<file path="config.mk">
export PLATFORM = sky130hd
export DESIGN_NAME = ysyx_22041412_mdu_ctrl
export DESIGN_NICKNAME = d
export VERILOG_FILES = /design/src/rtl/ysyx_22041412_mdu_ctrl_pkg.sv /design/src/rtl/ysyx_22041412_div_special.sv /design/src/rtl/ysyx_22041412_mdu_ctrl.sv
export SDC_FILE = /design/constraint.sdc
export NUM_CORES = 1
export LEC_CHECK = 0
export BUFFER_PORTS_ARGS = -buffer_cell sky130_fd_sc_hd__buf_4
export CAP_MARGIN = 20
export CORE_AREA = 2 2 181 183
export DETAILED_ROUTE_END_ITERATION = 16
export DIE_AREA = 0 0 183 185
export SETUP_SLACK_MARGIN = 0.3
export SKIP_LAST_GASP = 1
export SYNTH_ARGS = -nofsm -noshare
export SYNTH_HDL_FRONTEND = slang
export SYNTH_SLANG_ARGS = --single-unit
</file>
<file path="constraint.sdc">
create_clock -name clk -period 2.35 [get_ports clk]
set_input_delay 0.1175 -clock clk [delete_from_list [all_inputs] [get_ports clk]]
set_output_delay 0.1175 -clock clk [all_outputs]
set_load 0.02 [all_outputs]
</file>
<file path="src/rtl/ysyx_22041412_mdu_ctrl_pkg.sv">
// Shared FSM state encoding, RV M func3 codes and small decode helpers for the MDU controller.
package ysyx_22041412_mdu_ctrl_pkg;

  typedef enum logic [2:0] {
    S_IDLE   = 3'd0,
    S_MUL_GO = 3'd1,
    S_DIV_GO = 3'd2,
    S_WAIT   = 3'd3,
    S_DRAIN  = 3'd4,
    S_RESP   = 3'd5
  } state_t;

  localparam logic [2:0] F3_MUL    = 3'b000;
  localparam logic [2:0] F3_MULH   = 3'b001;
  localparam logic [2:0] F3_MULHSU = 3'b010;
  localparam logic [2:0] F3_MULHU  = 3'b011;
  localparam logic [2:0] F3_DIV    = 3'b100;
  localparam logic [2:0] F3_DIVU   = 3'b101;
  localparam logic [2:0] F3_REM    = 3'b110;
  localparam logic [2:0] F3_REMU   = 3'b111;

  function automatic logic [1:0] mul_mode(input logic [2:0] f3);
    logic [1:0] m;
    m = 2'b00;
    case (f3)
      F3_MUL, F3_MULH: m = 2'b11;
      F3_MULHSU:       m = 2'b10;
      F3_MULHU:        m = 2'b00;
      default:         m = 2'b00;
    endcase
    return m;
  endfunction

  function automatic logic is_div(input logic [2:0] f3);
    return f3 inside {F3_DIV, F3_DIVU, F3_REM, F3_REMU};
  endfunction

  function automatic logic div_is_signed(input logic [2:0] f3);
    return (f3 == F3_DIV) || (f3 == F3_REM);
  endfunction

  function automatic logic div_is_rem(input logic [2:0] f3);
    return (f3 == F3_REM) || (f3 == F3_REMU);
  endfunction

endpackage

</file>
<file path="src/rtl/ysyx_22041412_div_special.sv">
// Detects divide-by-zero and signed overflow on the low W bits and returns the architectural result.
// Purely combinational; value is unformatted (caller sign-extends W ops).
module ysyx_22041412_div_special #(
  parameter int XLEN = 64
) (
  input  logic [XLEN-1:0] i_a,
  input  logic [XLEN-1:0] i_b,
  input  logic            i_word,
  input  logic            i_signed,
  input  logic            i_rem,
  output logic            o_hit,
  output logic [XLEN-1:0] o_value
);

  logic            w_b_zero;
  logic            w_ovf;
  logic [XLEN-1:0] w_min;

  always_comb begin
    w_b_zero = i_word ? (i_b[31:0] == 32'd0) : (i_b == '0);
    w_ovf    = i_signed & (i_word
               ? ((i_a[31:0] == 32'h8000_0000) && (i_b[31:0] == 32'hFFFF_FFFF))
               : ((i_a == {1'b1, {(XLEN-1){1'b0}}}) && (i_b == {XLEN{1'b1}})));
    w_min    = i_word ? {{(XLEN-32){1'b0}}, 32'h8000_0000} : {1'b1, {(XLEN-1){1'b0}}};
    o_hit    = w_b_zero | w_ovf;
    o_value  = '0;
    if (w_b_zero)  o_value = i_rem ? i_a : {XLEN{1'b1}};
    else if (w_ovf) o_value = i_rem ? '0 : w_min;
  end

endmodule

</file>
<file path="src/rtl/ysyx_22041412_mdu_ctrl.sv">
// Sequences the multi-cycle multiplier/divider for M-extension ops and holds the formatted result for WB.
// Special divides resolve in one cycle without touching the divider; flush drains a launched unit.
module ysyx_22041412_mdu_ctrl
  import ysyx_22041412_mdu_ctrl_pkg::*;
#(
  parameter int XLEN = 64
) (
  input  logic            clk,
  input  logic            rst,
  input  logic            flush_i,
  input  logic            req_valid_i,
  output logic            req_ready_o,
  input  logic [XLEN-1:0] req_src1_i,
  input  logic [XLEN-1:0] req_src2_i,
  input  logic [2:0]      req_func3_i,
  input  logic            req_word_i,
  output logic            mul_valid_o,
  output logic [1:0]      mul_signed_o,
  output logic            mul_hi_o,
  input  logic            mul_done_i,
  input  logic [XLEN-1:0] mul_res_i,
  output logic            div_valid_o,
  output logic            div_signed_o,
  output logic            div_rem_o,
  input  logic            div_done_i,
  input  logic [XLEN-1:0] div_res_i,
  output logic [XLEN-1:0] unit_a_o,
  output logic [XLEN-1:0] unit_b_o,
  output logic            unit_word_o,
  output logic            resp_valid_o,
  input  logic            resp_ready_i,
  output logic [XLEN-1:0] resp_data_o,
  output logic            busy_o
);

  state_t          r_state;
  logic            r_is_div;
  logic            w_accept;
  logic            w_done;
  logic [XLEN-1:0] w_res;
  logic            w_sp_hit;
  logic [XLEN-1:0] w_sp_value;

  function automatic logic [XLEN-1:0] fmt(input logic [XLEN-1:0] r, input logic w);
    return w ? {{(XLEN-32){r[31]}}, r[31:0]} : r;
  endfunction

  // Holding ready low during reset keeps every output at zero while rst is asserted.
  assign req_ready_o = (r_state == S_IDLE) & ~flush_i & rst;
  assign busy_o      = (r_state != S_IDLE);
  assign w_accept    = req_valid_i & req_ready_o;
  assign w_done      = r_is_div ? div_done_i : mul_done_i;
  assign w_res       = r_is_div ? div_res_i : mul_res_i;

  ysyx_22041412_div_special #(.XLEN(XLEN)) u_div_special (
    .i_a      (req_src1_i),
    .i_b      (req_src2_i),
    .i_word   (req_word_i),
    .i_signed (div_is_signed(req_func3_i)),
    .i_rem    (div_is_rem(req_func3_i)),
    .o_hit    (w_sp_hit),
    .o_value  (w_sp_value)
  );

  always_ff @(posedge clk) begin
    if (!rst) begin
      r_state      <= S_IDLE;
      r_is_div     <= 1'b0;
      mul_valid_o  <= 1'b0;
      mul_signed_o <= 2'b00;
      mul_hi_o     <= 1'b0;
      div_valid_o  <= 1'b0;
      div_signed_o <= 1'b0;
      div_rem_o    <= 1'b0;
      unit_a_o     <= '0;
      unit_b_o     <= '0;
      unit_word_o  <= 1'b0;
      resp_valid_o <= 1'b0;
      resp_data_o  <= '0;
    end else begin
      mul_valid_o <= 1'b0;
      div_valid_o <= 1'b0;
      case (r_state)
        S_IDLE: begin
          if (w_accept) begin
            unit_a_o    <= req_src1_i;
            unit_b_o    <= req_src2_i;
            unit_word_o <= req_word_i;
            if (!is_div(req_func3_i)) begin
              r_is_div     <= 1'b0;
              mul_signed_o <= mul_mode(req_func3_i);
              mul_hi_o     <= (req_func3_i != F3_MUL);
              mul_valid_o  <= 1'b1;
              r_state      <= S_MUL_GO;
            end else begin
              r_is_div     <= 1'b1;
              div_signed_o <= div_is_signed(req_func3_i);
              div_rem_o    <= div_is_rem(req_func3_i);
              if (w_sp_hit) begin
                resp_data_o  <= fmt(w_sp_value, req_word_i);
                resp_valid_o <= 1'b1;
                r_state      <= S_RESP;
              end else begin
                div_valid_o <= 1'b1;
                r_state     <= S_DIV_GO;
              end
            end
          end
        end
        // The launch pulse is already on the wire here, so a flush can only drain.
        S_MUL_GO, S_DIV_GO: r_state <= flush_i ? S_DRAIN : S_WAIT;
        S_WAIT: begin
          if (w_done) begin
            if (flush_i) begin
              r_state <= S_IDLE;
            end else begin
              resp_data_o  <= fmt(w_res, unit_word_o);
              resp_valid_o <= 1'b1;
              r_state      <= S_RESP;
            end
          end else if (flush_i) begin
            r_state <= S_DRAIN;
          end
        end
        S_DRAIN: if (w_done) r_state <= S_IDLE;
        S_RESP: begin
          if (flush_i || resp_ready_i) begin
            resp_valid_o <= 1'b0;
            r_state      <= S_IDLE;
          end
        end
        default: r_state <= S_IDLE;
      endcase
    end
  end

endmodule

</file>
Yosys cells after proc, flatten, opt, wreduce, memory -nomap -nowiden
Index checks and enable logic that the tools add are counted.

storage, ports and cells
  output and inout port bits = 203
  register bits after elaboration = 205
  input bits = 267

cells by class
  equal/unequal tests = 23
  reduce and logical (&&, ||, !) cells = 24
  mux-type cells = 38
  bitwise logic cells = 7

operators with widths
  operator                                              count
  2-to-1 mux 64 bit                                     13
  equality test 64 bit (second input constant)          2
  case mux 64 bit (2 select lines)                      1
  equality test 32 bit (second input constant)          2
  logical NOT 64 bit                                    1
  logical NOT 32 bit                                    1
  2-to-1 mux 3 bit                                      9
  equality test 3 bit (second input constant)           6
  case mux 3 bit (5 select lines)                       1
  2-to-1 mux 1 bit                                      12
  != test 2 bit (second input constant)                 5
  equality test 3 x 2 -> 1 bit (second input constant)  3
  AND reduction 3 bit                                   3
  nonzero test 3 bit                                    3
  AND reduction 4 bit                                   2
  AND reduction 7 bit                                   1
  equality test 3 x 1 -> 1 bit (second input constant)  2
  logical NOT 3 bit                                     2
  AND reduction 6 bit                                   1
  bitwise AND 1 bit                                     4
  != test 2 x 1 -> 1 bit (second input constant)        2
  case mux 2 bit (2 select lines)                       1
  nonzero test 4 bit                                    1
  OR reduction 2 bit                                    2
  8 further kinds                                       12

Depth between registers and ports, before layout
  depth after elaboration = 11
  mapped depth = 9
  depth with buffers taken out = 7

By module
Synthesis repeated with hierarchy kept, for this count alone.

second synthesis, totals
  cells, all modules = 1303
  area, all modules = 10198.5 um2

by module, submodules not included
  module                     cells an instance  times used  area each (um2)
  ysyx_22041412_mdu_ctrl     1087               1           9081.2
  ysyx_22041412_div_special  216                1           1117.3

Worst setup path before layout
OpenSTA, ideal clock, no wires.

  path type = register to register
  start = reg r_state[0]
  end = reg resp_data_o[55]
  setup slack = 146 ps
  buffers on the path = 2
  clock period less this slack = 2204 ps
  cell stages (with the launch flop) = 10
  data arrival time = 2087 ps
  data required time = 2234 ps
  cell sequence = dfxtp_1 > clkbuf_1 > nor2_1 > nand4_1 > a21o_1 > o31ai_1 > a21oi_2 > buf_2 > and3_1 > a41o_1

between the ends
  word-level cells in the longest chain between the ends = 6
  elaborated cells between the ends (all ways) = 13
  those cells by class = eq/ne: 6; mux: 1; bitwise: 3; reduce/logical: 3

ends and longest elaborated chain
  item                             RTL line                                                    text
  from (decl)                      ysyx_22041412_mdu_ctrl.sv:36                                state_t r_state;
  from (signal assigned)           ysyx_22041412_mdu_ctrl.sv:111                               S_MUL_GO, S_DIV_GO: r_state <= flush_i ? S_DRAIN : S_WAIT;
  logical NOT 3 bit                ysyx_22041412_mdu_ctrl.sv:49, ysyx_22041412_mdu_ctrl.sv:83
  bitwise AND 1 bit (2 in series)  ysyx_22041412_mdu_ctrl.sv:49                                assign req_ready_o = (r_state == S_IDLE) & ~flush_i & rst;
  bitwise AND 1 bit                ysyx_22041412_mdu_ctrl.sv:51                                assign w_accept = req_valid_i & req_ready_o;
  != test 2 bit (no line)          -
  AND reduction 6 bit (no line)    -
  to (signal assigned)             ysyx_22041412_mdu_ctrl.sv:100                               resp_data_o <= fmt(w_sp_value, req_word_i);
  to (signal assigned)             ysyx_22041412_mdu_ctrl.sv:117                               resp_data_o <= fmt(w_res, unit_word_o);
  to (decl)                        ysyx_22041412_mdu_ctrl.sv:32                                output logic [XLEN-1:0] resp_data_o,

Several ways; a longest one is shown, not always the timed one.
A chain may end at the register's enable or synchronous reset.

Worst setup path in the final report
  start = in req_src1_i[59]
  end = reg resp_data_o[10]

between the ends
  word-level cells in the longest chain between the ends = 11
  elaborated cells between the ends (all ways) = 14
  those cells by class = eq/ne: 2; mux: 8; bitwise: 2; reduce/logical: 2

ends and longest elaborated chain
  item                              RTL line                         text
  from (decl)                       ysyx_22041412_mdu_ctrl.sv:13     input logic [XLEN-1:0] req_src1_i,
  equality test 64 bit *            ysyx_22041412_div_special.sv:23  : ((i_a == {1'b1, {(XLEN-1){1'b0}}}) && (i_b == {XLEN{1'b1}})));
  logical AND 1 bit *               ysyx_22041412_div_special.sv:23
  2-to-1 mux 1 bit *                ysyx_22041412_div_special.sv:22  ? ((i_a[31:0] == 32'h8000_0000) && (i_b[31:0] == 32'hFFFF_FFFF))
  bitwise AND 1 bit *               ysyx_22041412_div_special.sv:21  w_ovf = i_signed & (i_word
  2-to-1 mux 64 bit                 ysyx_22041412_div_special.sv:28  else if (w_ovf) o_value = i_rem ? '0 : w_min;
  2-to-1 mux 64 bit                 ysyx_22041412_div_special.sv:27  if (w_b_zero) o_value = i_rem ? i_a : {XLEN{1'b1}};
  2-to-1 mux 64 bit                 ysyx_22041412_mdu_ctrl.sv:45     return w ? {{(XLEN-32){r[31]}}, r[31:0]} : r;
  2-to-1 mux 64 bit                 ysyx_22041412_mdu_ctrl.sv:99     if (w_sp_hit) begin
  2-to-1 mux 64 bit                 ysyx_22041412_mdu_ctrl.sv:89     if (!is_div(req_func3_i)) begin
  2-to-1 mux 64 bit                 ysyx_22041412_mdu_ctrl.sv:85     if (w_accept) begin
  case mux 64 bit (2 select lines)  ysyx_22041412_mdu_ctrl.sv:83     case (r_state)

Mark *: on every way between the ends. The rest lies on a longest branch, timed or not. The select of a mux whose other input is x is not followed.

==> results.md <==
- CP startpoint kind: input port
- Synth top area share: 42.3%
- Critical path class: input port to flip-flop
- Final slew viol count: 0
- Largest cells by area after synthesis: dfxtp_1, nand2_1, mux2i_1
- Mapped Avg Cell Area: 7.95 um^2
- Worst path cell trace: buf_8, nor4_4, nand4_1, or4_4, o31ai_2, buf_4, a21oi_4, buf_4, clkbuf_16, mux2i_1, nor2_1
- Initial DRC Count: 846
- Period Utilization, post-route: 89.9%
- Initial antenna violation count: 2
- Synthesized flop and latch total: slightly above 200
- Largest net degree at the start of global routing: ~170
- Max-cap violations: 0
- Worst slack, placed: -0.581 ns
- Most used cell, CP: buf_4
- Asr flop ratio synth: 0%
- Gr usage total: 25.8%
- Die height: 185 um
- Setup Viol. Count Final: 0
- Remaining antenna violation count: 0
- Leakage power: 7.50 nW
- DPL Wire Length: 32600 um
- Yosys cell types: 49
- Number of global-route vias before repair: 11600
- CTS tree: built
- WL/cell: 20.8 um
- 1st-pass router iterations: 6
- Slowest CP cell: or4_4
- Hold WC Path Type: input port to flip-flop
- Actual slew at the worst max-slew pin: 0.915 ns
- N_diodes: 0
- Yosys warning count: 0
- Unrepaired setup endpoints after global routing: yes
- CTS max path bufs: 3
- Row count: 66
- Cell count after synthesis: 1220
- Fmax: 473 MHz
- DIE WIDTH: 183 um
- H-tree depth reported by CTS: 1
- Clk slew on worst S/H paths: 0.06 ns
- Top cells by count, synth: nand2_1, dfxtp_1, a21oi_1, o21ai_0, mux2i_1
- Main synth FF type: dfxtp_1
- Count of final hold-check violations: 0
- Cell area after synthesis: between 0.009 and 0.01 mm^2
- Initial Util: 30.3%
- Fill cell count: 3006
- GP Congestion: ~0.85
- First-pass GRT wire length: about 70000 um
- Layout cells sized above 1: a little over a third
- Post-DP Area: about 0.014 mm^2
- Top Ports: 470
- Final Net Count: 2114
- Sequential cell area: slightly above 0.004 mm^2
- Pwr/cell area: approximately 580 mW/mm^2
- Fin crit period: 2.11 ns
- Core area: 0.0320 mm^2
- CP Data Arrival Time: 2.49 ns
- Max-slew headroom: 39.0%
- CP max stage delay: 0.58 ns
- EDFF count, synth: 0
- Syn-to-layout area delta: 73.6%
- Residual DRC: 0
- Post-DR vias/cell: 5.30
- Peak supply drop: 0.000534 V
- Port Buffer Count: 469
- Grt total ovfl: 0
- Die ar.: 0.0339 mm^2
- Post-synth top area cell: dfxtp_1
- Top-count cell post-synth: nand2_1
- Worst hold slack: 0.0168 ns
- DRT Wirelength: roughly 47000 um
- Outcome: completed
- Inserted Clock Buffers: 25
- Worst-path maximum fanout: 8
- Crit end category: flip-flop
- Syn Nets: 1487
- Final WS setup: 0.237 ns
- Critical Path RT: 2.73 ns
- Area of the multi-input gates: 0.00544 mm^2
- Worst Skew: 0.0132 ns
- Clock root buffer: clkbuf_16
- Seq/Total Area, Yosys: 42.3%
- Clk_lat worst skew: 0.53 ns
- Design Area, Final: 0.0168 mm^2
- # clock sinks: 205
- Via count: 12000
==> cell type report <==
| class | count | area share (%) |
|---|---|---|
| clock buffers | 36 | 4.27 |
| clock inverters | 9 | 0.625 |
| inverters | 3 | 0.0967 |
| multi-input cells | 905 | 32.3 |
| flip-flops and latches | 205 | 24.4 |
| well taps | 408 | 3.03 |
| repair buffers | 707 | 35.2 |
==> through the flow <==
stage	instances	power, mW	TNS (ns)	util (%)
global route	2273	10.1	0	52.5
finish	2273	9.71	0	52.5
global placement	2068	5.53	-37.19	44.0
detailed placement	2068	5.54	-35.96	44.0
floorplan	1220	4.53	0	-
CTS	2251	9.71	0	51.1
==> registers in the layout (all words and copies together), names as in the netlist <==
| name | count |
|---|---|
| div_rem_o | 1 |
| div_signed_o | 1 |
| div_valid_o | 1 |
| mul_hi_o | 1 |
| mul_signed_o | 2 |
| mul_valid_o | 1 |
| r_is_div | 1 |
| r_state | 3 |
| resp_data_o | 64 |
| resp_valid_o | 1 |
| unit_a_o | 64 |
| unit_b_o | 64 |
| unit_word_o | 1 |
==> per-layer routing <==
layer	global-route usage (%)	vias up	share of wire (%)	wire length, um
met3	4.78	92	7.1	3360
met1	30.7	5784	39	18500
met2	46.6	528	50	23800
met4	8.83	2	3.3	1580
met5	0	-	0.025	12
li1	-	5635	-	-
==> repair_timing <==
| action | 4_1_cts | 5_1_grt |
|---|---|---|
| pin swaps | 3 | 15 |
| endpoints found under the setup margin | 69 | 67 |
| hold endpoints to repair | 137 | 0 |
| resized for setup | 12 | 52 |
| hold buffers | 135 | 0 |
| buffers inserted | 3 | 15 |
| gates cloned | 0 | 7 |
==> path summary, 6_finish.rpt <==
| path | from | endpoint | slack [ns] | cells after the start |
|---|---|---|---|---|
| setup / recovery | req_src1_i[59] | resp_data_o[10]$_SDFFE_PN0P_ | 0.24 | 11 |
| hold reg to reg | unit_a_o[44]$_SDFFE_PN0P_ | unit_a_o[44]$_SDFFE_PN0P_ | 0.45 | 2 |
| setup reg to reg | r_state[2]$_SDFFE_PN0P_ | resp_data_o[10]$_SDFFE_PN0P_ | 0.26 | 9 |
| hold / removal | mul_res_i[20] | resp_data_o[20]$_SDFFE_PN0P_ | 0.02 | 5 |
==> critical path, delay by kind of cell <==
family                 cells  cell delay (ns)
AO/OA/AOI/OAI              2             0.30
buffers and inverters      4             0.65
multiplexers               1             0.15
AND/OR/NAND/NOR            4             1.25
==> layout by cell type, fill, tap and decap left out, types with 5 or more instances in the layout <==
master / count
buf_12: 13
o2111ai_1: 31
mux2i_1: 94
nor2_1: 76
and3_4: 8
clkbuf_1: 7
buf_6: 13
a41o_1: 33
nor4_1: 26
o21ai_0: 99
a21oi_1: 137
nand2_1: 271
and3_1: 27
nand4_1: 23
clkbuf_16: 29
dfxtp_1: 201
nor4_2: 7
buf_4: 540
nor4_4: 5
dlygate4sd3_1: 135
==> logic make-up (layout without fill, tap and decap cells) <==
group	count (synthesis)	in the layout	synth area share [%]
AO/OA/AOI/OAI	323	324	20.4
adder cells (fa/ha/maj)	1	1	0.103
AND/OR/NAND/NOR	483	483	22.5
buffers and inverters	111	755	4.61
multiplexers	97	97	10.0
flip-flops	205	205	42.3
==> report_power, final <==
| part | internal (mW) | switching [mW] | leakage (nW) |
|---|---|---|---|
| Sequential | 3.61 | 0.0900 | 1.66 |
| Combinational | 0.963 | 1.08 | 5.44 |
| Clock | 2.35 | 1.62 | 0.403 |
(Power assumes the default switching activity.)
